$ cat src/rtl/vu_envelope_follower.sv
// vu_envelope_follower: per-channel attack/hold/release peak envelope feeding the VU PWM driver.
// Latency: data_en -> level_en is 2 clk; one sample per channel accepted every cycle.
// Backpressure: none; audio_enable=0 drops in-flight samples and clears state.
// Optional clip stretch indicator: define VU_CLIP_DETECT_EN (l_clip/r_clip tie to 0 otherwise).

// vu_env_channel: one channel's rectifier + envelope ballistics.
// Latency: 2 clk (stage 1 rectify, stage 2 envelope/level register).
// Backpressure: none; a strobe every cycle is processed.
module vu_env_channel #(
  parameter int DATA_W        = 24,
  parameter int OUT_W         = 8,
  parameter int ATTACK_SHIFT  = 2,
  parameter int RELEASE_SHIFT = 8,
  parameter int HOLD_SAMPLES  = 4800
`ifdef VU_CLIP_DETECT_EN
  ,parameter int CLIP_STRETCH = 9600
`endif
) (
  input  logic              clk,
  input  logic              reset_n,
  input  logic              audio_enable,
  input  logic              data_en,
  input  logic [DATA_W-1:0] sample,
  output logic [OUT_W-1:0]  level,
  output logic              level_en,
  output logic              clip
);

  localparam int MAG_W = DATA_W - 1;
  localparam logic [MAG_W-1:0]  MAG_MAX   = {MAG_W{1'b1}};
  localparam logic [MAG_W-1:0]  MAG_ONE   = MAG_W'(1);
  localparam logic [DATA_W-1:0] NEG_FS    = {1'b1, {MAG_W{1'b0}}};
  localparam logic [15:0]       HOLD_LOAD = 16'(HOLD_SAMPLES);

  typedef enum logic [1:0] {ST_ATTACK, ST_HOLD, ST_RELEASE, ST_IDLE} env_state_t;

  logic [MAG_W-1:0] mag_c;
  logic             s1_vld;
  logic [MAG_W-1:0] s1_mag;
  logic [MAG_W-1:0] env, env_n;
  logic [15:0]      hold_cnt, hold_n;
  logic [MAG_W-1:0] diff_up, diff_dn, step_up, step_dn;
  env_state_t       state;

  // Rectify: negative full scale has no positive twin, so it saturates.
  always_comb begin
    mag_c = sample[MAG_W-1:0];
    if (sample == NEG_FS) begin
      mag_c = MAG_MAX;
    end else if (sample[DATA_W-1]) begin
      mag_c = MAG_W'(~sample + DATA_W'(1));
    end
  end

  // Stage 1: register magnitude and its valid; disable kills the slot.
  always_ff @(posedge clk or negedge reset_n) begin
    if (!reset_n) begin
      s1_vld <= 1'b0;
      s1_mag <= '0;
    end else if (!audio_enable) begin
      s1_vld <= 1'b0;
    end else begin
      s1_vld <= data_en;
      if (data_en) s1_mag <= mag_c;
    end
  end

  // Ballistics decision and step sizes; min step 1 guarantees convergence to mag.
  always_comb begin
    diff_up = s1_mag - env;
    diff_dn = env - s1_mag;
    step_up = diff_up >> ATTACK_SHIFT;
    step_dn = diff_dn >> RELEASE_SHIFT;
    if (step_up == '0) step_up = MAG_ONE;
    if (step_dn == '0) step_dn = MAG_ONE;
    if (s1_mag > env)           state = ST_ATTACK;
    else if (hold_cnt != '0)    state = ST_HOLD;
    else if (env > s1_mag)      state = ST_RELEASE;
    else                        state = ST_IDLE;
  end

  // Next envelope/hold; steps never exceed the distance to mag, so no wrap.
  always_comb begin
    env_n  = env;
    hold_n = hold_cnt;
    case (state)
      ST_ATTACK: begin
        env_n  = env + step_up;
        hold_n = HOLD_LOAD;
      end
      ST_HOLD:    hold_n = hold_cnt - 16'd1;
      ST_RELEASE: env_n  = env - step_dn;
      default: ;
    endcase
  end

  // Stage 2: commit envelope, publish level with a one-cycle strobe.
  always_ff @(posedge clk or negedge reset_n) begin
    if (!reset_n) begin
      env      <= '0;
      hold_cnt <= '0;
      level    <= '0;
      level_en <= 1'b0;
    end else if (!audio_enable) begin
      env      <= '0;
      hold_cnt <= '0;
      level    <= '0;
      level_en <= 1'b0;
    end else begin
      level_en <= s1_vld;
      if (s1_vld) begin
        env      <= env_n;
        hold_cnt <= hold_n;
        level    <= env_n[MAG_W-1 -: OUT_W];
      end
    end
  end

`ifdef VU_CLIP_DETECT_EN
  localparam logic [15:0] CLIP_LOAD = 16'(CLIP_STRETCH);
  logic [15:0] clip_cnt, clip_cnt_n;

  // Full-scale hit reloads the stretch window; every other strobe ages it.
  always_comb begin
    clip_cnt_n = clip_cnt;
    if (s1_mag == MAG_MAX)     clip_cnt_n = CLIP_LOAD;
    else if (clip_cnt != '0)   clip_cnt_n = clip_cnt - 16'd1;
  end

  // Clip flag is registered alongside level so both change on the same strobe.
  always_ff @(posedge clk or negedge reset_n) begin
    if (!reset_n) begin
      clip_cnt <= '0;
      clip     <= 1'b0;
    end else if (!audio_enable) begin
      clip_cnt <= '0;
      clip     <= 1'b0;
    end else if (s1_vld) begin
      clip_cnt <= clip_cnt_n;
      clip     <= (clip_cnt_n != '0);
    end
  end
`else
  assign clip = 1'b0;
`endif

endmodule

module vu_envelope_follower #(
  parameter int DATA_W        = 24,
  parameter int OUT_W         = 8,
  parameter int ATTACK_SHIFT  = 2,
  parameter int RELEASE_SHIFT = 8,
  parameter int HOLD_SAMPLES  = 4800
`ifdef VU_CLIP_DETECT_EN
  ,parameter int CLIP_STRETCH = 9600
`endif
) (
  input  logic              clk,
  input  logic              reset_n,
  input  logic              audio_enable,
  input  logic              l_data_en,
  input  logic              r_data_en,
  input  logic [DATA_W-1:0] l_sample,
  input  logic [DATA_W-1:0] r_sample,
  output logic [OUT_W-1:0]  l_level,
  output logic [OUT_W-1:0]  r_level,
  output logic              l_level_en,
  output logic              r_level_en,
  output logic              l_clip,
  output logic              r_clip
);

  vu_env_channel #(
    .DATA_W(DATA_W), .OUT_W(OUT_W), .ATTACK_SHIFT(ATTACK_SHIFT),
    .RELEASE_SHIFT(RELEASE_SHIFT), .HOLD_SAMPLES(HOLD_SAMPLES)
`ifdef VU_CLIP_DETECT_EN
    ,.CLIP_STRETCH(CLIP_STRETCH)
`endif
  ) u_left (
    .clk(clk), .reset_n(reset_n), .audio_enable(audio_enable),
    .data_en(l_data_en), .sample(l_sample),
    .level(l_level), .level_en(l_level_en), .clip(l_clip)
  );

  vu_env_channel #(
    .DATA_W(DATA_W), .OUT_W(OUT_W), .ATTACK_SHIFT(ATTACK_SHIFT),
    .RELEASE_SHIFT(RELEASE_SHIFT), .HOLD_SAMPLES(HOLD_SAMPLES)
`ifdef VU_CLIP_DETECT_EN
    ,.CLIP_STRETCH(CLIP_STRETCH)
`endif
  ) u_right (
    .clk(clk), .reset_n(reset_n), .audio_enable(audio_enable),
    .data_en(r_data_en), .sample(r_sample),
    .level(r_level), .level_en(r_level_en), .clip(r_clip)
  );

endmodule

$ cat config.mk
export PLATFORM = sky130hd
export DESIGN_NAME = vu_envelope_follower
export DESIGN_NICKNAME = d
export VERILOG_FILES = /design/src/rtl/vu_envelope_follower.sv
export SDC_FILE = /design/constraint.sdc
export NUM_CORES = 1
export LEC_CHECK = 0
export CAP_MARGIN = 20
export CORE_ASPECT_RATIO = 1.4
export CORE_MARGIN = 5
export CORE_UTILIZATION = 30
export CTS_CLUSTER_DIAMETER = 120
export DETAILED_ROUTE_END_ITERATION = 12
export SLEW_MARGIN = 20
export SYNTH_ARGS = -nofsm -noshare
export SYNTH_HDL_FRONTEND = slang
export SYNTH_HIERARCHICAL = 1
export SYNTH_SLANG_ARGS = --single-unit
$ cat constraint.sdc
create_clock -name clk -period 10.01 [get_ports clk]
set_input_delay 1.5015 -clock clk [delete_from_list [all_inputs] [get_ports clk]]
set_output_delay 1.5015 -clock clk [all_outputs]
set_load 0.05 [all_outputs]
# == After elaboration in Yosys (flattened, before gate mapping) ==
# Cells that the tools add are included.
# totals
ff_bits,144
out_inout_bits,20
elab_cells,92
# classes
addsub,12
magnitude_cmp,4
eq_ne,12
n_mux,34
bitwise_logic,2
n_reduce_logical,14
# op_table
cell,count
$mux W23,8
$gt A23 B23 Y1,4
$logic_not A23 Y1,4
$pmux W23 S2,2
$sub A23 B23 Y23,4
$mux W16,4
$pmux W16 S2,2
$eq A24 B24 Y1 const B,2
$add A23 B1 Y23 const B,2
$add A23 B21 Y23,2
$not A23 Y23,2
$sub A23 B15 Y23,2
$mux W21,2
$mux W8,4
$reduce_bool A16 Y1,2
$sub A16 B1 Y16 const B,2
$mux W15,2
$ne A3 B1 Y1 const B,4
$reduce_and A2 Y1,6
$mux W2,4
$mux W1,6
$eq A2 B1 Y1 const B,2
$eq A2 B2 Y1 const B,2
$logic_not A2 Y1,2
$ne A2 B1 Y1 const B,2

# == Longest topological paths before layout ==
# depth
ltp_word,8
ltp_mapped,31

# == By module ==
# The synthesis kept the hierarchy.
# modules_own_cells
module,instances,cells_per_inst,area_each_um2,seq_area_each_um2
vu_env_channel at u_left,1,944,7354.6,1601.5
vu_env_channel at u_right,1,892,7328.3,1601.5

# == Worst setup path before layout ==
# OpenSTA, ideal clock, no wires.
# synth_timing
path_type,register -> register
from,reg u_right.env[7]
to,reg u_right.level[7]
setup_time_ps,138
arrival_ps,6088
path_slack_ps,3783
stages_incl_launch_ff,28
path_buffers,3
period_less_slack_ps,6227
cell_sequence,dfrtp_1 -> ha_1 -> buf_6 -> and2_4 -> a221o_1 -> and2_1 -> nor3_1 -> mux2_1 -> a211o_1 -> nor4_4 -> buf_2 -> a32oi_1 -> ha_1 -> and4b_1 -> buf_6 -> and3_1 -> nor3_1 -> a21oi_1 -> ha_1 -> and3_1 -> o211ai_1 -> a21o_1 -> o2111a_1 -> o31ai_1 -> nor2b_1 -> nand3_1 -> a21boi_0 -> or4b_1
# synth_between
elab_chain_len,8
# synth_rtl
item,line_no,text
"start, declared",40,"logic [MAG_W-1:0] env, env_n;"
"start signal, assigned",112,env <= env_n;
"parallel branches: the longest is 5 deep, another holds $sub A23 B23 Y23",-,
$pmux W23 S2 (*),86,case (state)
$mux W8 (*),111,if (s1_vld) begin
$mux W8 (*),104,end else if (!audio_enable) begin
"end signal, assigned",114,level <= env_n[MAG_W-1 -: OUT_W];
"end, declared",24,"output logic [OUT_W-1:0] level,"
# Mark *: on every way between the ends. The select of a mux whose other input is x is not followed.
# A chain may end at the register's enable or synchronous reset.

# == Worst setup path after layout ==
# Ends and elaborated chain as after synthesis.

==> run_results.csv <==
group,metric,value,unit
status,status,"complete, no violations",
synth,yosys_warnings,6,
clock_tree,clk_pin_slew,0.07,ns
global_routing,grt_max_degree,68,
sta,hold_violations,0,
synth,synth-main-ff-cell,"dfrtp_1",
clock_tree,clock_sinks,128,
layout,fill_cells,5174,
floorplanning,die_w,197,microns
sta,finalSetupViolCount,0,
sta,min_period_over_period,0.751,
clock_tree,clk_latency,0.45,ns
place,port_buffers,70,
synth,synth-edff-count,0,
layout,regArea,3200,sq um
clock_tree,numCtsBuffers,17,
routing,vias,13632,
synth,synth_area,14700,sq um
sta,slew_viol_final,0,
run,cap_violations,0,
clock_tree,postCtsResizedCells,0,
sta,setup_tns,0,ns
routing,viasPerCell,5.48,
min_path,hold_depth,1,
global_routing,use_met2,0.304,
worst_setup_path,cp.required,10.32,ns
layout,area_growth_syn_to_layout,11.5,%
clock_tree,cts_root_buffer,"clkbuf_16",
floorplanning,die_h,272,microns
global_routing,antenna_found_initial,0,
floorplanning,core,48800,sq um
clock_tree,tritoncts,"done",
clock_tree,htreeDepth,4,
floorplanning,dieArea,53500,sq um
routing,dr.pass1.iters,5,
sta,tightest_slew,0.952,ns
worst_setup_path,crit_path_end_kind,"flop",
sta,grt_setup_unrepaired,"false",
synth,synth_cell_types,111,
synth,synth-seq-cells,128,
sta,fin_crit,7.51,ns
power,leakagePower,7.13,nW
worst_setup_path,worstSetupPathType,"reg2reg",
synth,synth_seq_area_share,0.218,
layout,post_route_cells_drive_above_1_share,0.0578,
sta,fmax,133,MHz
routing,drt_iter0_markers,902,
synth,synth_fp_nets,2035,
synth,syn_avg_cell_area,8.00,sq um
place,hpwl,34.9,mm
min_path,hold_path.class,"reg2reg",
global_routing,grt_pass1_wl,69.3,mm
worst_setup_path,cp.arrival,7.83,ns
floorplanning,std_cell_rows,96,
floorplanning,initial_utilization,0.301,
worst_setup_path,cp_max_fo,13,
synth,async_reset_ff_frac,1.00,
clock_tree,ctsHoldBuffers,0,
global_routing,grt_pass1_vias,13333,
place,gp_congestion,0.907,
layout,final_util,0.336,
clock_tree,clockBufferDepth,2,
global_routing,overflow,0,
sta,maxSlewHeadroom,0.360,
power,ir_drop,0.137,mV
worst_setup_path,startpoint,"u_right/env[7]",
floorplanning,ioPinCount,73,
layout,n_antenna_cell,0,
clock_tree,cts_setup_buffers,0,
routing,wl_per_cell,17.6,microns
layout,multi_input_area,10500,sq um
routing,routed_wl,43.9,mm
worst_setup_path,rr_startpoint,"u_right/env[7]",
sta,finClkSkew,0.0103,ns
routing,drcViolationCount,0,
layout,layout.nets,2036,
global_routing,grt_busiest_layer,"met2",
global_routing,grt_use_met1,0.174,
worst_setup_path,r2r_cells,24,
min_path,worstHoldStart,"u_left/hold_cnt[11]",
global_routing,grt_use_met3,0.0212,
synth,synthCells,1836,
routing,detail-route-antenna-nets,0,
global_routing,track_usage,0.159,
power,pwr_density_cell,288,nW/um^2
worst_setup_path,critPathLaunchType,"flop",
==> where the power goes <==
group	switching (W)	internal [W]	total (W)
clock network	0.000271	0.000402	0.000673
registers	0.000136	0.000613	0.000749
logic	0.00196	0.00133	0.00329
total	0.00237	0.00234	0.00471
==> cells in the final DEF (no fill, tap or decap), types with 43 or more instances in the layout <==
cell type	instances
dfrtp_1	128
nand2_1	160
clkdlybuf4s50_1	69
nor2_1	113
a21o_1	43
a21oi_1	120
xor2_1	84
inv_1	144
a22oi_1	47
o21ai_0	118
ha_1	144
xnor2_1	82
==> cell families after synthesis <==
logic type	synth area share
adders and majority gates	0.125
muxes	0.0153
DFF	0.218
AOI/OAI and AO/OA	0.267
xor gates and xnor gates	0.100
and+or+nand+nor	0.201
buffers and inverters	0.0726
other	0.000511
==> through the flow <==
step,power (W),cells,cell area [sq um],hold slack (ns),worst slack (ns)
2_1_floorplan,0.00330,1836,14700,0.459,3.78
3_3_place_gp,0.00393,2455,15700,0.484,2.84
3_5_place_dp,0.00400,2455,15700,0.500,2.68
4_1_cts,0.00470,2487,16300,0.508,2.64
5_1_grt,0.00511,2487,16400,0.549,2.07
6_report,0.00471,2487,16400,0.505,2.50
==> final timing paths <==
check / end / slack (ns)
worst min register to register: u_left/hold_cnt[11] / 0.50
worst max-delay path: u_right/level[7] / 2.50
max in group asynchronous: u_left/hold_cnt[13] / 7.61
worst min-delay path: u_left/hold_cnt[11] / 0.50
worst max register to register: u_right/level[7] / 2.50
min in group asynchronous: u_right/s1_mag[21] / 1.09
==> Yosys cell counts (all sizes together), types with 13 or more instances <==
cell type	n	area, sq um
nand4	21	131
nand2b	28	175
buf	48	345
or2	13	83.8
nor3	40	205
nand3	36	180
xnor2	83	734
or3	27	169
o21ai	132	683
o21bai	19	154
dfrtp	128	3200
and2	16	108
ha	144	1800
o31ai	28	229
nor4	22	178
mux2i	18	180
clkbuf	48	180
xor2	84	736
o21a	25	195
and3	18	113
a211oi	14	143
a31oi	15	109
nand2	161	607
nor2	113	424
a21oi	125	648
nor2b	22	140
a22o	22	193
a22oi	48	365
a21o	43	323
inv	144	541
==> metal layers <==
metal,vias to the layer above,part of all wire
li1,6609,-
met1,6621,0.40
met2,322,0.53
met3,80,0.031
met4,0,0.036
met5,-,0
==> flip-flops by register name, indices dropped and copies added (netlist names) <==
name and cells:
u_left/s1_mag 23, u_right/level_en 1, u_right/s1_mag 23, u_right/s1_vld 1
u_left/level_en 1, u_left/level 8, u_left/s1_vld 1, u_right/level 8
u_left/hold_cnt 16, u_left/env 15, u_right/env 15, u_right/hold_cnt 16
==> worst max-delay path: stages (launching register included) <==
cell and delay [ns]:
dfrtp_1 0.45, ha_1 0.41, and2_4 0.21, a221o_1 0.32
and2_1 0.22, nor3_1 0.33, mux2_1 0.43, a211o_1 0.35
nor4_4 0.65, a32oi_1 0.30, ha_1 0.31, and4b_1 0.34
and3_1 0.21, nor3_1 0.13, a21oi_1 0.07, ha_1 0.38
and3_1 0.20, o211ai_1 0.14, a21o_1 0.28, o2111a_1 0.29
o31ai_1 0.50, nor2b_1 0.14, nand3_1 0.12, a21boi_0 0.10
or4b_1 0.49
==> area by class of cell <==
type / instances / share of cell area
well taps: 637 / 0.0487
clock buffers: 18 / 0.0268
repair buffers: 78 / 0.0465
flip-flops and latches: 128 / 0.196
inverters: 144 / 0.0330
clock inverters: 14 / 0.0109
multi-input cells: 1468 / 0.638
No activity file was read; power rests on OpenSTA's default activity.
